### config.mk
export PLATFORM = sky130hd
export DESIGN_NAME = alu_core_flat
export DESIGN_NICKNAME = d
export VERILOG_FILES = /design/src/rtl/alu_pkg.sv /design/src/rtl/alu_if.sv /design/src/rtl/alu_comb.sv /design/src/rtl/alu_core.sv /design/src/flat_wrapper.sv
export SDC_FILE = /design/constraint.sdc
export NUM_CORES = 1
export LEC_CHECK = 0
export CORE_ASPECT_RATIO = 1.25
export CORE_MARGIN = 1
export CORE_UTILIZATION = 54
export CTS_BUF_LIST = sky130_fd_sc_hd__clkbuf_8
export DETAILED_ROUTE_END_ITERATION = 16
export PLACE_DENSITY = 0.78
export SLEW_MARGIN = 40
export SYNTH_ARGS = -nofsm -noshare
export SYNTH_HDL_FRONTEND = slang
export SYNTH_SLANG_ARGS = --single-unit
### constraint.sdc
create_clock -name clk -period 2.7 [get_ports clk]
set_input_delay 0.54 -clock clk [delete_from_list [all_inputs] [get_ports clk]]
set_output_delay 0.54 -clock clk [all_outputs]
set_load 0.005 [all_outputs]
### src/rtl/alu_pkg.sv
// Shared definitions for the alu_core datapath: op encoding and compare bit positions.
package alu_pkg;

  typedef enum logic [3:0] {
    OP_ADD   = 4'b0000,
    OP_SUB   = 4'b0001,
    OP_AND   = 4'b0010,
    OP_OR    = 4'b0011,
    OP_XOR   = 4'b0100,
    OP_NOT   = 4'b0101,
    OP_SLL   = 4'b0110,
    OP_SRA   = 4'b0111,
    OP_SRL   = 4'b1000,
    OP_MUL   = 4'b1001,
    OP_PASSB = 4'b1010,
    OP_SLT   = 4'b1011,
    OP_RSV0  = 4'b1100,
    OP_RSV1  = 4'b1101,
    OP_RSV2  = 4'b1110,
    OP_RSV3  = 4'b1111
  } alu_op_t;

  localparam int CMP_GT = 2;
  localparam int CMP_EQ = 1;
  localparam int CMP_LT = 0;

endpackage

### src/rtl/alu_if.sv
// Operand/result bundle between the issue logic (master) and alu_core (slave).
interface alu_if #(
  parameter int WIDTH = 16
);
  // Valid-only handshake: no ready; the slave accepts A/B/op every cycle in_valid=1,
  // and out/comp are meaningful while out_valid=1, holding their last values otherwise.
  logic             in_valid;
  logic [WIDTH-1:0] A;
  logic [WIDTH-1:0] B;
  logic [3:0]       op;
  logic [WIDTH-1:0] out;
  logic [2:0]       comp;
  logic             out_valid;

  modport master (
    output in_valid, A, B, op,
    input  out, comp, out_valid
  );

  modport slave (
    input  in_valid, A, B, op,
    output out, comp, out_valid
  );
endinterface

### src/rtl/alu_comb.sv
// Combinational result and signed-compare logic for alu_core.
// The multiplier is only built when ALU_MUL_EN is defined; otherwise MUL reads as reserved.
module alu_comb
  import alu_pkg::*;
#(
  parameter int WIDTH = 16
) (
  input  logic [WIDTH-1:0] a,
  input  logic [WIDTH-1:0] b,
  input  logic [3:0]       op,
  output logic [WIDTH-1:0] result,
  output logic [2:0]       comp
);

  localparam int SHW = $clog2(WIDTH);

  alu_op_t          op_e;
  logic [SHW-1:0]   shamt;
  logic             lt;
  logic             gt;
  logic [WIDTH-1:0] mul_lo;

  assign op_e  = alu_op_t'(op);
  assign shamt = b[SHW-1:0];
  // Direct signed compare, so sign-boundary cases never depend on a wrapped difference.
  assign lt    = $signed(a) < $signed(b);
  assign gt    = $signed(a) > $signed(b);

`ifdef ALU_MUL_EN
  // The low WIDTH bits of a product are identical for signed and unsigned operands.
  assign mul_lo = a * b;
`else
  assign mul_lo = '0;
`endif

  always_comb begin
    result = '0;
    case (op_e)
      OP_ADD:   result = a + b;
      OP_SUB:   result = a - b;
      OP_AND:   result = a & b;
      OP_OR:    result = a | b;
      OP_XOR:   result = a ^ b;
      OP_NOT:   result = ~a;
      OP_SLL:   result = a << shamt;
      OP_SRA:   result = $signed(a) >>> shamt;
      OP_SRL:   result = a >> shamt;
      OP_MUL:   result = mul_lo;
      OP_PASSB: result = b;
      OP_SLT:   result = {{(WIDTH-1){1'b0}}, lt};
      default:  result = '0;
    endcase
  end

  always_comb begin
    comp         = '0;
    comp[CMP_GT] = gt;
    comp[CMP_EQ] = !gt && !lt;
    comp[CMP_LT] = lt;
  end

endmodule

### src/rtl/alu_core.sv
// Registered 16-bit ALU: one op per cycle, 1-cycle latency, results hold while idle.
// Optional feature macro: ALU_MUL_EN (enables op MUL inside alu_comb).
module alu_core
  import alu_pkg::*;
#(
  parameter int WIDTH = 16
) (
  input  logic clk,
  input  logic rst,
  alu_if.slave bus
);

  logic [WIDTH-1:0] result;
  logic [2:0]       cmp;

  alu_comb #(.WIDTH(WIDTH)) u_comb (
    .a      (bus.A),
    .b      (bus.B),
    .op     (bus.op),
    .result (result),
    .comp   (cmp)
  );

  always_ff @(posedge clk or posedge rst) begin
    if (rst) begin
      bus.out       <= '0;
      bus.comp      <= '0;
      bus.out_valid <= 1'b0;
    end else begin
      bus.out_valid <= bus.in_valid;
      if (bus.in_valid) begin
        bus.out  <= result;
        bus.comp <= cmp;
      end
    end
  end

endmodule

### src/flat_wrapper.sv
// flat-port wrapper written by rule: the top's interface ports become plain ports
module alu_core_flat import alu_pkg::*;
#(
  parameter int WIDTH = 16
)
  (clk, rst, bus_in_valid, bus_A, bus_B, bus_op, bus_out, bus_comp, bus_out_valid);
  alu_if #(.WIDTH(WIDTH)) bus_i ();
  input  logic clk;
  input  logic rst;
  input wire logic [$bits(bus_i.in_valid)-1:0] bus_in_valid;
  input wire logic [$bits(bus_i.A)-1:0] bus_A;
  input wire logic [$bits(bus_i.B)-1:0] bus_B;
  input wire logic [$bits(bus_i.op)-1:0] bus_op;
  output wire logic [$bits(bus_i.out)-1:0] bus_out;
  output wire logic [$bits(bus_i.comp)-1:0] bus_comp;
  output wire logic [$bits(bus_i.out_valid)-1:0] bus_out_valid;
  assign bus_i.in_valid = bus_in_valid;
  assign bus_i.A = bus_A;
  assign bus_i.B = bus_B;
  assign bus_i.op = bus_op;
  assign bus_out = bus_i.out;
  assign bus_comp = bus_i.comp;
  assign bus_out_valid = bus_i.out_valid;
  alu_core #(.WIDTH(WIDTH)) u_core (.clk(clk), .rst(rst), .bus(bus_i));
endmodule
==> results of run 1 <==
[Yosys cell counts (all sizes together) (3+ instances only)]
cell / number
o2bb2ai: 6
ha: 49
a21oi: 47
o22ai: 11
nor2b: 12
nor3: 12
a221o: 8
buf: 22
and2: 4
nand3: 13
nor4: 5
a221oi: 8
o221ai: 12
o31ai: 4
mux4: 12
and3: 5
a211oi: 14
a22oi: 4
nand4: 4
o21ai: 42
o21bai: 4
o21a: 4
a21o: 4
inv: 57
nor2: 75
or2: 4
mux2: 13
xnor2: 9
nand2b: 7
dfrtp: 20
clkbuf: 27
o221a: 3
o211ai: 10
a211o: 7
nand2: 49
a31oi: 7
nand3b: 3
a32oi: 7
a2111oi: 4
mux2i: 22
[routing by layer]
metal	overflow	track usage
met1	0	0.666
met2	1	0.857
met3	0	0.530
met4	1	0.650
met5	0	0.205
[metrics by stage]
step	hold WS, ns	setup TNS [ns]
floorplan	0.478	0
global placement	0.470	-6.72
detailed placement	0.473	-8.38
CTS	0.492	-0.0179
[cell families after synthesis]
group | after synthesis | synth area share
buffers and inverters | 107 | 0.0901
DFF | 20 | 0.101
and+or+nand+nor | 207 | 0.205
muxes | 47 | 0.133
AOI/OAI and AO/OA | 227 | 0.320
adders and majority gates | 51 | 0.132
xor gates and xnor gates | 11 | 0.0194
[repair_timing]
action,4_1_cts
endpoints found under the setup margin,16
buffers inserted,8
pin swaps,20
resized for setup,59
==> reports/results.ini, run 1 <==
[clock_tree]
ctsHoldBuffers=0
cts_buffers=3
root_buffer=clkbuf_8
clock_sinks=20
h-tree-depth=1
clockBufferDepth=2

[yosys]
synth_top_area_frac=0.124
ys_types=79
synth_top_flop_cell=dfrtp_1
ys_ff_latch=20
synth-edff-count=0
ys_async_sr_fraction=1.00
synth-seq-area-share=0.101
synth_area_um2=4960
yosys-top-cells-area=ha_1 (12%), dfrtp_1 (10%), nor2_1 (5.5%), mux4_2 (5.4%), a21oi_1 (4.7%)
avgSynthCellArea_um2=7.40
synth_cells=670
ys_warn_count=0
syn_nets=760
yosysTopAreaCell=ha_1

[placed_design]
place_area_um2=7310
place_ws_ns=-0.624
dpl.hpwl_um=18500
placed_cells=1034
place.gp.congestion=1.14
io_buffer_count=58

[global_routing]
grt_pass1_wl_um=47800
grt_pass1_vias=8224
track_usage=0.677
grt_max_degree=40
overflow=2

[outcome]
lastStage=5_1_grt
error_line=[ERROR GRT-0116] Global routing finished with congestion. Check the congestion regions in the DRC Viewer.
status=aborted with a tool error

[floorplan]
dieHeight_um=109
ios=59
rows=38
initial_core_util=0.564
chipWidth_um=87.7

==> run 2, diff against run 1 <==
--- a/config.mk
+++ b/config.mk
@@ -5,12 +5,10 @@
 export SDC_FILE = /design/constraint.sdc
 export NUM_CORES = 1
 export LEC_CHECK = 0
-export CORE_ASPECT_RATIO = 1.25
 export CORE_MARGIN = 1
-export CORE_UTILIZATION = 54
-export CTS_BUF_LIST = sky130_fd_sc_hd__clkbuf_8
+export CORE_UTILIZATION = 39
 export DETAILED_ROUTE_END_ITERATION = 16
-export PLACE_DENSITY = 0.78
+export PLACE_DENSITY_LB_ADDON = 0.15
 export SLEW_MARGIN = 40
 export SYNTH_ARGS = -nofsm -noshare
 export SYNTH_HDL_FRONTEND = slang
==> run 2 against run 1 <==
The flow now finishes without violations. Synthesized area unchanged. Synthesized cell count unchanged.
==> reports/results.ini, run 2 <==
[floorplan]
ios=59  ; unchanged
core_um2=12200
rows=40  ; +5.3%
initial_core_util=0.406  ; -0.158
die_area_um2=13200
chipWidth_um=115  ; +31%
dieHeight_um=115  ; +5.1%

[critical_path]
criticalPathCategory=primary input to register
cp_top_family=simple AND/OR/NAND/NOR gates
arrival_ns=2.80
startpoint=bus_A[6]
cp-start-kind=primary input
critPathBufInv=2
reg2regPathDepth=5
reg2reg_to=u_core.bus.out[14]
critPathMaxStageDelay_ns=0.56
setup.worst_path.end=u_core.bus.out[14]
timing.rr.start=u_core.bus.out[14]
cp-end-kind=register
critPathRequiredTime_ns=2.84
critical_path.slowest_cell=or4_4
r2r_slack_ns=1.03
worstPathCellList=dlygate4sd2_1, buf_6, mux2_1, mux2i_2, nor2_1, nor2_2, o22ai_2, or4_4, o32a_1
critical_path.max_fanout=10
critical_path_depth=9

[sta]
fin_crit_ns=2.66
fmax_mhz=377
relSlewSlack=0.664
slew_violations=0
setup_viol=0
finalCritPeriodShare=0.983
rsz0062_at_grt=false
fin_ws_ns=0.0447
worst_pin_slew_ns=0.500
hold_viol_final=0
whs_ns=0.489
skew_ns=0

[power_and_ir_drop]
power_frac_clock=0.152
switching_power_uw=898
p_total_uw=2250
p_per_area_nw_per_um2=276
ir_drop_mv=0.300
swShare=0.400
intPower_uw=1350
p_comb_frac=0.689
p_leak_uw=0.00376
p_seq_frac=0.159

[global_routing]
overflow=0
grt_pass1_vias=6504
track_usage=0.365
grt_pass1_wl_um=36500
grt_max_degree=40
antenna_found_initial=0

[yosys]
synth_top_flop_cell=dfrtp_1
synth_top_family_by_area=compound AO/OA/AOI/OAI gates
ys_types=79  ; unchanged
yosysTopAreaCell=ha_1
synth_cells=670  ; unchanged
synth-edff-count=0  ; unchanged
synth-simple-area-share=0.205  ; unchanged
synth.most_common_cell=nor2_1
syn_nets=760  ; unchanged
synth_top_area_frac=0.124  ; unchanged
ys_async_sr_fraction=1.00  ; unchanged
synth_adder_area_share=0.132  ; unchanged
ys_ff_latch=20  ; unchanged
yosys-top-cells-area=ha_1 (12%), dfrtp_1 (10%), nor2_1 (5.5%), mux4_2 (5.4%), a21oi_1 (4.7%)
ys_warn_count=0  ; unchanged
synth-seq-area-share=0.101  ; unchanged
avgSynthCellArea_um2=7.40  ; unchanged
synth_compound_area_frac=0.320  ; unchanged
synth.mux.area_fraction=0.133  ; unchanged
synthTopCellsByCount=nor2_1 (73), inv_1 (51), ha_1 (49), nand2_1 (49), a21oi_1 (47)
synthXorXnorAreaFrac=0.0194  ; unchanged
synth_area_um2=4960  ; unchanged

[clock_tree]
clock_sinks=20  ; unchanged
ctsHoldBuffers=0  ; unchanged
clockBufferDepth=2  ; unchanged
clock_latency_ns=0.25
h-tree-depth=1  ; unchanged
clk_pin_slew_ns=0.06
root_buffer=clkbuf_16
cts_buffers=3  ; unchanged
cts_tree=built

[final_layout]
largestRegisters=u_core.bus.out: 16 flops, u_core.bus.comp: 3 flops, u_core.bus.out_valid: 1 flops
largest_reg_flops=16
top_register=u_core.bus.out
final_cell_mix=buf_4 (260), nor2_1 (69), nand2_1 (48), a21oi_1 (39), inv_1 (37)
nNetsFinal=1049
n_antenna_cell=0
final_cells=1126
drive_gt1_frac=0.411
syn_to_final_growth_pct=64.0
final_common_cell=buf_4

[detailed_routing]
route.vias.total=6753
dr.pass1.iters=5
viasPerCell=6.00
routedWlPerCell_um=21.2
drtIter0Drc=770
drc=0
wl_um=23900
postRouteAntennaNets=0

[flow_run]
drv_cap=0

[min_path]
hp-class=register to register

[placed_design]
place_ws_ns=-0.805  ; -0.181 ns
dpl.hpwl_um=19200  ; +3.8%
placed_cells=1106  ; +7.0%
io_buffer_count=58  ; unchanged
place.gp.congestion=0.985  ; -14%

[outcome]
status=finished clean

run 2: worst min path at each step:
stage | cells after the start | end | from | slack [ns]
after floorplan | 1 | u_core.bus.out[1] | u_core.bus.out[1] | 0.48
after global placement | 1 | u_core.bus.out[2] | u_core.bus.out[2] | 0.47
after detailed placement | 1 | u_core.bus.out[1] | u_core.bus.out[1] | 0.48
after CTS | 1 | u_core.bus.out[1] | u_core.bus.out[1] | 0.50
after global routing | 1 | u_core.bus.out[12] | u_core.bus.out[12] | 0.51
final | 1 | u_core.bus.out[1] | u_core.bus.out[1] | 0.49
run 2: cells by family (layout without fill, tap and decap cells):
| kind of cell | count (synthesis) | count (layout) |
|---|---|---|
| adders and majority gates | 51 | 51 |
| AOI/OAI and AO/OA | 227 | 227 |
| buffers and inverters | 107 | 395 |
| muxes | 47 | 47 |
| DFF | 20 | 20 |
| xor gates and xnor gates | 11 | 11 |
| and+or+nand+nor | 207 | 207 |
run 2: final cells by class:
| type | instances | area [um^2] |
|---|---|---|
| fill | 1088 | 4080 |
| timing repair buffer | 333 | 2720 |
| inverter | 58 | 219 |
| sequential | 20 | 500 |
| clock buffer | 4 | 88.8 |
| tap | 168 | 210 |
| multi-input combinational | 543 | 4390 |
run 2: power groups by stage:
stage | logic, uW | clock network (uW) | registers, uW
after floorplan | 648 | 0 | 363
after global placement | 1380 | 0 | 360
after detailed placement | 1390 | 0 | 362
after CTS | 1490 | 345 | 357
after global routing | 1640 | 358 | 361
final | 1550 | 342 | 358
run 2: per-layer routing:
layer	vias up	routed length (um)	global-route usage
li1	3077	-	-
met1	3264	10100	0.490
met2	330	10800	0.590
met3	82	1680	0.0401
met4	0	1340	0.170
met5	-	0	0
run 2: timing repair:
| item | in CTS | in global routing |
|---|---|---|
| pin swaps | 22 | 16 |
| setup endpoints to repair | 18 | 16 |
| cloned | 0 | 0 |
| setup buffers | 13 | 3 |
| gates resized for setup | 84 | 33 |
run 2: worst reg2reg max path, cell delays in order (launching register included):
cell     delay [ns]
dfrtp_1        0.37
nor2b_1        0.16
a21oi_1        0.15
nand3_1        0.09
or4_4          0.44
o32a_1         0.34
run 2: per-stage QoR:
stage          utilization  area, um^2  TNS, ns
5_1_grt              0.666        8130        0
6_report             0.666        8130        0
2_1_floorplan            -        5030        0
3_5_place_dp         0.618        7540    -9.03
4_1_cts              0.656        8010  -0.0246
3_3_place_gp         0.618        7540    -7.81
Power figures use the tool's default switching activity.
==> run 3, diff against run 2 <==
--- a/config.mk
+++ b/config.mk
@@ -12,4 +12,5 @@
 export SLEW_MARGIN = 40
 export SYNTH_ARGS = -nofsm -noshare
 export SYNTH_HDL_FRONTEND = slang
+export SYNTH_HIERARCHICAL = 1
 export SYNTH_SLANG_ARGS = --single-unit
==> constraint.sdc (replaced) <==
create_clock -name clk -period 2.3 [get_ports clk]
set_input_delay 0.46 -clock clk [delete_from_list [all_inputs] [get_ports clk]]
set_output_delay 0.46 -clock clk [all_outputs]
set_load 0.005 [all_outputs]
==> run 3 against run 2 <==
The flow now finishes with violations (negative setup slack). Core utilization increased by 6.0 points. Clock power grew 11%. Critical path depth up 3. Synthesized area fell by 0.25%. Sequential power up 25%. Clock skew unchanged. Non-clock buffer count up 21. Critical endpoint is now u_core/bus.out[8]. Highest routed layer unchanged.
==> reports/results.ini, run 3 <==
[sta]
rsz0062_at_grt=true
fin_ws_ns=-0.331  ; -0.375 ns
finalCritPeriodShare=1.14
relSlewSlack=0.475  ; -0.189
tns_ns=-2.74  ; -2.74 ns
fin_crit_ns=2.63
slew_violations=0  ; unchanged
skew_ns=0  ; unchanged
fmax_mhz=380
hold_viol_final=0  ; unchanged
setup_viol=17  ; +17
worst_pin_slew_ns=0.783  ; +0.283 ns

[detailed_routing]
drtIter0Drc=756  ; -1.8%
drc=0  ; unchanged
routedWlPerCell_um=22.5  ; +6.0%
wl_um=25800  ; +7.9%
dr.pass1.iters=6  ; +1
postRouteAntennaNets=0  ; unchanged
viasPerCell=6.01  ; +0.28%
route.vias.total=6892  ; +2.1%

[yosys]
ys_warn_count=6  ; +6
avgSynthCellArea_um2=7.37  ; -0.40%
synth_top_area_frac=0.124  ; +0.000313
ys_ff_latch=20  ; unchanged
syn_nets=761  ; +0.13%
synth_top_flop_cell=dfrtp_1
yosysTopAreaCell=ha_1
synth_area_um2=4950  ; -0.25%
synth_cells=671  ; +0.15%
ys_types=72  ; -8.9%
yosys-top-cells-area=ha_1 (12%), dfrtp_1 (10%), nor2_1 (6.1%), mux2i_1 (5.9%), a21oi_1 (5.3%)
synth-edff-count=0  ; unchanged
synthTopCellsByCount=nor2_1 (80), a21oi_1 (52), ha_1 (49), inv_1 (49), nand2_1 (43)
synth-seq-area-share=0.101  ; +0.000255
synth.most_common_cell=nor2_1
ys_async_sr_fraction=1.00  ; unchanged

[power_and_ir_drop]
p_per_area_nw_per_um2=332  ; +20%
ir_drop_mv=0.228  ; -24%
p_leak_uw=0.00400  ; +6.5%
p_total_uw=2940  ; +31%

[critical_path]
cp-start-kind=primary input
critical_path.max_fanout=3  ; -7
worstPathCellList=buf_8, inv_4, ha_4, fa_2, o21bai_4, nor4b_4, nor3_2, o31ai_2, o22ai_1, o21ai_2, nand3_2, mux2_4
critPathMaxStageDelay_ns=0.39  ; -0.17 ns
critPathRequiredTime_ns=2.44  ; -0.40 ns
reg2reg_to=u_core/bus.out[9]
criticalPathCategory=primary input to register
r2r_slack_ns=1.48  ; +0.45 ns
setup.worst_path.end=u_core/bus.out[8]
startpoint=bus_A[0]
reg2regPathDepth=1  ; -4
timing.rr.start=u_core/bus.out[9]
critical_path.slowest_cell=fa_2
cp-end-kind=register
arrival_ns=2.77  ; -0.03 ns

[final_layout]
top_register=u_core/bus.out
final_cell_mix=buf_4 (261), nor2_1 (70), buf_6 (37), nand2_1 (37), a21oi_1 (37)
n_antenna_cell=0  ; unchanged
final_cell_area_um2=8860  ; +9.0%
nFillCells=983  ; -9.7%
largestRegisters=u_core/bus.out: 16 flops, u_core/bus.comp: 3 flops, u_core/bus.out_valid: 1 flops
syn_to_final_growth_pct=79.2
nNetsFinal=1070  ; +2.0%
largest_reg_flops=16  ; unchanged
drive_gt1_frac=0.536  ; +0.125
final_common_cell=buf_4

[floorplan]
initial_core_util=0.405  ; -0.00102
chipWidth_um=115  ; -0.12%
dieHeight_um=115  ; -0.12%
ios=59  ; unchanged
core_um2=12200  ; unchanged
die_area_um2=13100  ; -0.24%
rows=40  ; unchanged

[placed_design]
dpl.hpwl_um=19300  ; +0.77%
io_buffer_count=58  ; unchanged
place.gp.congestion=1.01  ; +2.1%
place_area_um2=7470  ; -0.95%

[global_routing]
overflow=0  ; unchanged
grt_max_degree=36  ; -10%
grt_pass1_vias=6831  ; +5.0%
grt_pass1_wl_um=38100  ; +4.4%
antenna_found_initial=0  ; unchanged
track_usage=0.388  ; +0.0224

[min_path]
hold_start=u_core/bus.comp[1]
min_path_cells=1  ; unchanged
hp-class=register to register

[clock_tree]
ctsHoldBuffers=0  ; unchanged
root_buffer=clkbuf_16
clock_sinks=20  ; unchanged
clk_pin_slew_ns=0.06  ; about the same
clockBufferDepth=2  ; unchanged
h-tree-depth=1  ; unchanged
cts_tree=built
clock_latency_ns=0.26  ; about the same
cts_buffers=3  ; unchanged

[outcome]
violations=negative setup slack
status=finished, violations left

[flow_run]
drv_cap=0  ; unchanged

-- run 3: metal layers --
metal  track usage  up-vias  wire [um]  part of all wire
met4         0.175        0       1330             0.051
met3        0.0805      107       2070             0.080
li1              -     3107          -                 -
met5             0        -          0                 0
met2         0.646      366      12000              0.47
met1         0.480     3312      10400              0.40
-- run 3: where the power goes --
group          total (uW)  internal, uW  switching [uW]  leakage (uW)
logic                2110          1080            1030       0.00372
clock network         378           230             148     0.0000370
registers             449           411            37.8      0.000250
-- run 3: repair_timing --
item	4_1_cts	5_1_grt
setup endpoints to repair	19	18
buffers inserted	35	9
resized for setup	301	40
pin swaps	69	35
cloned	1	0
-- run 3: how the worst min path moves through the flow --
stage	end
after floorplan	u_core/bus.comp[0]
after global placement	u_core/bus.comp[2]
after detailed placement	u_core/bus.out[10]
after CTS	u_core/bus.comp[1]
after global routing	u_core/bus.out[10]
final	u_core/bus.comp[1]
-- run 3: cell families (layout without fill, tap and decap cells) --
family,Yosys count,count (layout),share of synthesized area
compound gates,224,224,0.314
simple gates,205,205,0.195
buf+inv,101,408,0.0910
mux,65,65,0.157
fa+ha+maj,51,51,0.132
flops,20,20,0.101
xor+xnor,5,5,0.00885
-- run 3: layout make-up --
cell class	count	area [um^2]	share of cell area
Clock buffer	3	75.1	0.00847
Inverter	51	220	0.0248
Multi-Input combinational cell	550	4940	0.557
Sequential cell	20	500	0.0565
Timing Repair Buffer	354	2920	0.329
Tap cell	168	210	0.0237
-- run 3: per-stage QoR --
stage	std cells	hold slack [ns]	util	worst slack [ns]
4_1_cts	1139	0.510	0.709	-0.243
3_5_place_dp	1100	0.491	0.612	-1.29
2_1_floorplan	671	0.424	-	-0.436
5_1_grt	1146	0.515	0.726	-0.348
3_3_place_gp	1100	0.492	0.611	-1.17
6_report	1146	0.507	0.726	-0.331
-- run 3: worst max-delay path: cells and delay by family --
kind / cells / cell delay [ns]
compound gates: 4 / 0.86
mux: 1 / 0.27
fa+ha+maj: 2 / 0.55
simple gates: 3 / 0.51
buf+inv: 2 / 0.11
